[src/rtl/msg_pkg.sv]
// Shared definitions for the scrolling message source.
//   CHAR_BLANK : character code that strTo7seg renders with all segments off
//   state_e    : scroller FSM state encoding
package msg_pkg;

    localparam logic [4:0] CHAR_BLANK = 5'd31;

    typedef enum logic [1:0] {
        StIdle = 2'd0,
        StMsg  = 2'd1,
        StGap  = 2'd2
    } state_e;

endpackage

[src/rtl/msg_buffer.sv]
// Message character buffer: DEPTH x CW RAM, one synchronous write port and one
// combinational read port. Because the read is combinational and the consumer
// registers it, a read and a write to the same address on one edge return the
// old contents (read-before-write).
// Ports:
//   clk     : clock
//   wr_en   : write strobe
//   wr_addr : write address; addresses >= DEPTH are ignored
//   wr_data : write data
//   rd_addr : read address
//   rd_data : contents at rd_addr (zero when rd_addr >= DEPTH)
module msg_buffer #(
    parameter int unsigned DEPTH = 16,
    parameter int unsigned AW    = 4,
    parameter int unsigned CW    = 5
) (
    input  logic          clk,
    input  logic          wr_en,
    input  logic [AW-1:0] wr_addr,
    input  logic [CW-1:0] wr_data,
    input  logic [AW-1:0] rd_addr,
    output logic [CW-1:0] rd_data
);

    localparam logic [AW:0] DEPTH_L = (AW + 1)'(DEPTH);

    logic [CW-1:0] mem [DEPTH];

    logic wr_ok;
    logic rd_ok;

    assign wr_ok = wr_en && ({1'b0, wr_addr} < DEPTH_L);
    assign rd_ok = {1'b0, rd_addr} < DEPTH_L;

    always_ff @(posedge clk) begin
        if (wr_ok) begin
            mem[wr_addr] <= wr_data;
        end
    end

    always_comb begin
        rd_data = '0;
        if (rd_ok) begin
            rd_data = mem[rd_addr];
        end
    end

endmodule

[src/rtl/msg_scroller.sv]
// Scrolling message character source. On each scroll step (EN && RUN) it
// presents the next character of the stored message on Q, followed by GAP
// blank characters, then starts the message again with a SOM pulse.
// Ports:
//   CLK     : system clock
//   RST     : synchronous active-high reset (buffer contents are kept)
//   EN      : one-cycle scroll tick
//   RUN     : 1 = scroll, 0 = freeze
//   WR_EN   : buffer write strobe
//   WR_ADDR : buffer write address
//   WR_DATA : character code to write
//   LEN     : message length, clamped to DEPTH, sampled at message start
//   Q       : current character code (registered)
//   SOM     : one-cycle start-of-message pulse
//   BUSY    : high while scrolling the message or its gap
module msg_scroller #(
    parameter int unsigned DEPTH = 16,
    parameter int unsigned AW    = 4,
    parameter int unsigned CW    = 5,
    parameter int unsigned GAP   = 6
) (
    input  logic          CLK,
    input  logic          RST,
    input  logic          EN,
    input  logic          RUN,
    input  logic          WR_EN,
    input  logic [AW-1:0] WR_ADDR,
    input  logic [CW-1:0] WR_DATA,
    input  logic [AW:0]   LEN,
    output logic [CW-1:0] Q,
    output logic          SOM,
    output logic          BUSY
);

    import msg_pkg::*;

    localparam logic [CW-1:0] BLANK   = CW'(CHAR_BLANK);
    localparam logic [AW:0]   DEPTH_L = (AW + 1)'(DEPTH);
    localparam logic [AW:0]   ONE_L   = (AW + 1)'(1);
    // At least one bit so the counter exists even when GAP is 0.
    localparam int unsigned   GW      = (GAP > 0) ? $clog2(GAP + 1) : 1;
    localparam logic [GW-1:0] GAP_L   = GW'(GAP);

    state_e        state_q;
    logic [AW-1:0] idx_q;
    logic [GW-1:0] gcnt_q;
    logic [AW:0]   len_q;
    logic [CW-1:0] q_q;
    logic          som_q;
    logic          busy_q;

    logic          step;
    logic          more;
    logic          wrap;
    logic [AW:0]   len_clamp;
    logic [AW-1:0] idx_inc;
    logic [AW-1:0] rd_addr;
    logic [CW-1:0] rd_data;
    logic          buf_we;

    // Reset blocks writes so RST takes priority over WR_EN.
    assign buf_we = WR_EN && !RST;

    msg_buffer #(
        .DEPTH (DEPTH),
        .AW    (AW),
        .CW    (CW)
    ) u_buffer (
        .clk     (CLK),
        .wr_en   (buf_we),
        .wr_addr (WR_ADDR),
        .wr_data (WR_DATA),
        .rd_addr (rd_addr),
        .rd_data (rd_data)
    );

    always_comb begin
        step      = EN && RUN;
        len_clamp = (LEN > DEPTH_L) ? DEPTH_L : LEN;
        idx_inc   = idx_q + AW'(1);
        // idx < len_q - 1 written without subtraction so len_q = 0 is safe.
        more      = ({1'b0, idx_q} + ONE_L) < len_q;
        // Read address is 0 unless advancing within the message, so a wrap
        // always sees mem[0] on rd_data.
        rd_addr   = (state_q == StMsg && more) ? idx_inc : '0;
        wrap      = 1'b0;
        if (step) begin
            unique case (state_q)
                StIdle:  wrap = 1'b1;
                StMsg:   wrap = !more && (GAP == 0);
                StGap:   wrap = (gcnt_q == GAP_L);
                default: wrap = 1'b1;
            endcase
        end
    end

    always_ff @(posedge CLK) begin
        if (RST) begin
            state_q <= StIdle;
            idx_q   <= '0;
            gcnt_q  <= '0;
            len_q   <= '0;
            q_q     <= BLANK;
            som_q   <= 1'b0;
            busy_q  <= 1'b0;
        end else begin
            som_q <= 1'b0;
            if (wrap) begin
                len_q <= len_clamp;
                if (len_clamp == '0) begin
                    state_q <= StIdle;
                    q_q     <= BLANK;
                    busy_q  <= 1'b0;
                end else begin
                    state_q <= StMsg;
                    idx_q   <= '0;
                    q_q     <= rd_data;
                    som_q   <= 1'b1;
                    busy_q  <= 1'b1;
                end
            end else if (step) begin
                unique case (state_q)
                    StMsg: begin
                        if (more) begin
                            idx_q <= idx_inc;
                            q_q   <= rd_data;
                        end else begin
                            state_q <= StGap;
                            gcnt_q  <= GW'(1);
                            q_q     <= BLANK;
                        end
                    end
                    StGap: begin
                        gcnt_q <= gcnt_q + GW'(1);
                        q_q    <= BLANK;
                    end
                    default: begin
                        state_q <= StIdle;
                        q_q     <= BLANK;
                        busy_q  <= 1'b0;
                    end
                endcase
            end
        end
    end

    assign Q    = q_q;
    assign SOM  = som_q;
    assign BUSY = busy_q;

endmodule

[config.mk]
export PLATFORM = sky130hd
export DESIGN_NAME = msg_scroller
export DESIGN_NICKNAME = d
export VERILOG_FILES = /design/src/rtl/msg_pkg.sv /design/src/rtl/msg_buffer.sv /design/src/rtl/msg_scroller.sv
export SDC_FILE = /design/constraint.sdc
export NUM_CORES = 1
export LEC_CHECK = 0
export CORE_UTILIZATION = 43
export CTS_CLUSTER_SIZE = 16
export DETAILED_ROUTE_END_ITERATION = 12
export PLACE_DENSITY_LB_ADDON = 0.15
export SETUP_SLACK_MARGIN = 0.3
export SYNTH_ARGS = -nofsm -noshare
export SYNTH_HDL_FRONTEND = slang
export SYNTH_SLANG_ARGS = --single-unit
[constraint.sdc]
create_clock -name CLK -period 2.8 [get_ports CLK]
set_input_delay 0.56 -clock CLK [delete_from_list [all_inputs] [get_ports CLK]]
set_output_delay 0.56 -clock CLK [all_outputs]
set_load 0.05 [all_outputs]
Word-level counts from Yosys, hierarchy flattened
Memories as Yosys holds them, arrays and structs flattened.
Cells that the tools add are included.

storage, ports and cells
  memories = 1
  memory bits (writable) = 80
  word-level logic and storage cells = 64
  input bits = 19
  flip-flop bits (word level) = 21
  memory bits (read-only) = 0
  latch bits = 0

memories
  name          depth  bits a word  rd ports  clocked after Yosys merged registers in  wr ports  RTL line          RTL
  u_buffer.mem  16     5            1         0                                        1         msg_buffer.sv:27  logic [CW-1:0] mem [DEPTH];

operators by class
  eq/ne operators = 8
  mux-type cells = 27
  div/mod/pow operators = 0
  multiply operators = 0
  add/sub/neg operators = 3
  reductions and logical operators = 15
  bitwise logic cells = 1
  shifts and indexed selects = 0
  magnitude comparators = 2

operator list
  cell                                                  number
  2-to-1 mux 5 bit                                      6
  2-to-1 mux 4 bit                                      6
  2-to-1 mux 1 bit                                      8
  AND reduction 4 bit                                   2
  nonzero test 2 bit                                    4
  2-to-1 mux 2 bit                                      3
  != test 2 bit, second input constant                  3
  one-hot mux 3 bit (2 select lines)                    1
  adder 4 x 1 -> 5 bit, second input constant           1
  greater-than comparator 5 bit, second input constant  1
  logical NOT 5 bit                                     1
  less-than comparator 5 bit                            1
  adder 4 x 1 -> 4 bit, second input constant           1
  one-hot mux 2 bit (2 select lines)                    1
  OR reduction 2 bit                                    2
  adder 3 x 1 -> 3 bit, second input constant           1
  equality test 3 bit, second input constant            1
  logical AND 1 bit                                     3
  2-to-1 mux 3 bit                                      1
  != test 3 bit, second input constant                  1
  AND reduction 3 bit                                   1
  equality test 2 x 1 -> 1 bit, second input constant   1
  equality test 2 bit, second input constant            1
  != test 2 x 1 -> 1 bit, second input constant         1
  4 further kinds                                       4

Depth between registers and ports, before layout
An unclocked memory read counts as a cell.

  depth after elaboration = 9
  mapped depth = 12
  depth with buffers taken out = 10

Cells and area by module
Synthesis repeated with hierarchy kept, for this count alone.

second synthesis, totals
  cell total of the unflattened synthesis = 281
  area, all modules = 4,246.6 um^2

by module, submodules not included
  module        cells an instance  instances  area each (um^2)
  msg_buffer    150                1          3,113.0
  msg_scroller  131                1          1,133.6

Least setup slack after synthesis
Ideal clock, no wire load.

  path type = register to register
  from = reg idx_q[0]
  to = reg q_q[0], in the netlist Q[0]
  stages on the path, launching flop included = 12
  arrival time = 2.620 ns
  data required time = 2.730 ns
  period minus slack after synthesis = 2.691 ns
  setup slack = 0.109 ns
  setup time = 0.070 ns
  buffers on the path = 1
  cells stage by stage = dfxtp_1 -> ha_1 -> xnor2_2 -> inv_2 -> buf_2 -> ha_1 -> a21oi_1 -> o21ai_2 -> a311o_2 -> mux2i_1 -> a2111oi_0 -> o2bb2ai_1

between the ends
  longest elaborated chain between the ends = 9
  elaborated cells on any way between the ends = 11

ends and longest elaborated chain
  element                     RTL line             RTL
  from (decl)                 msg_scroller.sv:45   logic [AW-1:0] idx_q;
  from (signal assigned)      msg_scroller.sv:125  idx_q <= idx_inc;
  adder 4 x 1 -> 5 bit        msg_scroller.sv:82   more = ({1'b0, idx_q} + ONE_L) < len_q;
  less-than comparator 5 bit  msg_scroller.sv:82
  logical AND 1 bit           msg_scroller.sv:85   rd_addr = (state_q == StMsg && more) ? idx_inc : '0;
  2-to-1 mux 4 bit            msg_scroller.sv:85
  memory read (16 x 5 bit)    n/a
  2-to-1 mux 5 bit            msg_scroller.sv:124  if (more) begin
  2-to-1 mux 5 bit            msg_scroller.sv:122  unique case (state_q)
  2-to-1 mux 5 bit            msg_scroller.sv:121  end else if (step) begin
  2-to-1 mux 5 bit (*)        msg_scroller.sv:108  if (wrap) begin
  to (signal assigned)        msg_scroller.sv:117  q_q <= rd_data;
  to (signal assigned)        msg_scroller.sv:126  q_q <= rd_data;
  to (decl)                   msg_scroller.sv:48   logic [CW-1:0] q_q;

Mark *: on every way between the ends. The rest lies on a longest branch, timed or not. The select of a mux whose other input is x is not followed.
A chain may end at the register's enable or synchronous reset.

Worst setup path after layout
  from = reg idx_q[1]
  to = reg q_q[2], in the netlist Q[2]

The elaborated chain is that of the path after synthesis.

==> flow_summary.yaml <==
worst_setup_path:
  cpPeakStageDelay_ns: 0.40
  critical_path_class: "reg2reg"
  cp_max_fo: 5
  cp_common_cell: "ha_4"
  crit_slowest_cell: "a311o_2"
  path_cells: "ha_4, xnor2_4, inv_2, ha_4, a21oi_4, o21ai_4, a311o_2, a221oi_1, o32a_1, a31oi_1"
  required_ns: 3.06
  timing.critical_path.arrival_ns: 2.62
  crit_path_end_kind: "flip-flop"
  reg2reg_depth: 10
  critPathLaunchType: "flip-flop"
place:
  io_buffer_count: 25
  dp_hpwl_mm: 6.47
  pre_cts_slack_ns: 0.286
  postPlaceCellArea_um2: 4830
  dp_cells: 499
  gp_congestion: 0.858
logic_synthesis:
  async_flop_share_pct: 0
  ys_seq_elements: 101
  ys_top_cells_by_area: "edfxtp_1 (55%), dfxtp_1 (9.6%), nor2_1 (3.0%), ha_1 (2.6%), mux2i_1 (2.5%)"
  synth_seq_area_share_pct: 64.8
  synth_flop_cell: "edfxtp_1"
  yosys_warnings: 0
  yosysUniqueCellTypes: 52
  synth_area_um2: 4360
  synth_edf_count: 80
  synth_cells: 339
  synth.net_count: 367
  syn_avg_cell_area_um2: 12.9
  yosysTopAreaCell: "edfxtp_1"
  yosys.area.top_type_share_pct: 55.1
finish:
  mostFrequentLayoutCell: "edfxtp_1"
  nets: 413
  fin_area_um2: 5180
  final_cell_mix: "edfxtp_1 (80), nor2_1 (35), nand2_1 (28)"
  synthToLayoutAreaGrowth_pct: 18.9
  drive_gt1_share_pct: 17.4
  stdcell_count: 523
  diodes: 0
  fill_cells: 871
floorplanning:
  die-area_um2: 10500
  dieWidth_um: 103
  pin_count: 26
  start_util_pct: 44.4
  dieHeight_um: 103
  coreArea_um2: 9820
  row_count: 36
power:
  p_per_area_nw_per_um2: 524
  cellLeakagePower_nw: 1.65
  power.internal_w: 0.00205
  power.share.combinational_pct: 7.4
  p_seq_share_pct: 60.6
  swShare_pct: 24.5
  clkPwrFrac_pct: 32.1
  switching_power_w: 0.000664
  max-vdd-ir-drop_v: 0.000226
hold_path:
  hold_path.class: "reg2reg"
  hold_depth: 2
run_status:
  outcome: "complete, no violations"
global_routing:
  use_met1_pct: 27.0
  grt-busiest-layer: "met2"
  use_met2_pct: 29.1
  grt_max_degree: 38
  use_met3_pct: 5.02
  grt_antenna_before_repair: 0
  grt_pass1_vias: 2648
  grtUsageTotal_pct: 19.3
  grt_pass1_wl_mm: 14.6
  grt.overflow.total: 0
detailed_routing:
  drc: 0
  ant_nets: 0
  wl_per_cell_um: 18.3
  drtIter0Drc: 179
  via_per_inst: 5.53
  drt_pass1_iterations: 5
  vias: 2891
  wl_mm: 9.57
sta:
  holdWs_ns: 0.469
  setup_tns_ns: 0
  worst_slack_ns: 0.440
  period_needed_ns: 2.36
  fmax_ghz: 0.424
  slew_viol_final: 0
  rsz0062_at_grt: "false"
  finClkSkew_ns: 0.00720
  setup_viol: 0
  finalCritPeriodShare_pct: 84.3
  hold_viol: 0
  max_slew.worst_pin.slew_ns: 0.674
  max_slew_margin_pct: 54.9
clock_tree:
  cts_tree: "built"
  cts-root-buf: "clkbuf_8"
  cts_buffers: 9
  clk_latency_ns: 0.37
  htreeDepth: 3
  cts_buffer_depth: 2
  cts_sinks: 101
  clk_pin_slew_worst_paths_ns: 0.10
flow_run:
  max-cap-violations: 0
[registers in the layout (all words and copies together) (netlist names)]
register	flops
SOM	1
state_q	2
u_buffer.mem	80
len_q	5
idx_q	4
Q	5
BUSY	1
gcnt_q	3
[worst max-delay path, delay by kind of cell, from the launching register on]
family | cells | cell delay (ns)
AO/OA/AOI/OAI | 6 | 1.28
XOR/XNOR | 1 | 0.14
flip-flops | 1 | 0.37
adder cells (fa/ha/maj) | 2 | 0.40
buffers and inverters | 1 | 0.07
[area by class of cell]
type                    count  area, um^2  share of cell area, %
flip-flops and latches    101        2830                   54.6
multi-input cells         217        1560                   30.1
repair buffers             47         415                   8.02
well taps                 133         166                   3.21
clock buffers               9         124                   2.39
clock inverters             7        55.1                   1.06
inverters                   9        33.8                  0.652
[synth_stat cells, drive strengths merged (3+ instances only)]
cell	instances
a211o	3
a211oi	3
a21oi	18
a311oi	3
a31oi	5
and3	3
buf	6
clkbuf	7
dfxtp	21
edfxtp	80
ha	9
inv	9
mux2	3
mux2i	11
mux4	4
nand2	29
nand2b	7
nand3b	6
nand4	5
nor2	35
nor2b	6
nor3	13
o211ai	3
o21ai	11
o221ai	3
o22ai	6
or3	3
[metal layers]
metal / vias up / wire, um
li1: 1392 / -
met1: 1391 / 4440
met2: 92 / 4370
met3: 16 / 603
met4: 0 / 165
met5: - / 0
[power by group through the flow]
stage | registers, W | logic, W | clock network (W)
finish | 0.00164 | 0.000200 | 0.000870
global route | 0.00165 | 0.000217 | 0.000944
CTS | 0.00165 | 0.000188 | 0.000893
detailed placement | 0.00168 | 0.000186 | 0
global placement | 0.00168 | 0.000185 | 0
floorplan | 0.00169 | 0.0000885 | 0
[cell families after synthesis]
family,count (synthesis),share of synthesized area (%)
AO/OA/AOI/OAI,72,11.6
XOR/XNOR,2,0.746
adder cells (fa/ha/maj),9,2.58
buffers and inverters,22,2.18
flip-flops,101,64.8
multiplexers,18,5.37
AND/OR/NAND/NOR,115,12.7
[metrics by stage]
| stage | utilization [%] | power (W) |
|---|---|---|
| 2_1_floorplan | - | 0.00178 |
| 3_3_place_gp | 49.2 | 0.00186 |
| 3_5_place_dp | 49.2 | 0.00186 |
| 4_1_cts | 51.1 | 0.00273 |
| 5_1_grt | 52.8 | 0.00281 |
| 6_report | 52.8 | 0.00271 |
[path summary, 6_finish.rpt]
kind,to,start,slack (ns)
setup / recovery,Q[2],idx_q[1],0.44
hold / removal,len_q[0],len_q[0],0.47
setup reg to reg,Q[2],idx_q[1],0.44
hold reg to reg,len_q[0],len_q[0],0.47
[repair_timing]
item                                    in CTS  in global routing
gates resized for setup                      1                 19
cloned                                       0                  1
endpoints found under the setup margin       3                 12
hold endpoints to repair                     0                  0
hold buffers                                 0                  0
buffers inserted                             1                  6
pin swaps                                    0                  7
No activity file was read; power rests on OpenSTA's default activity.
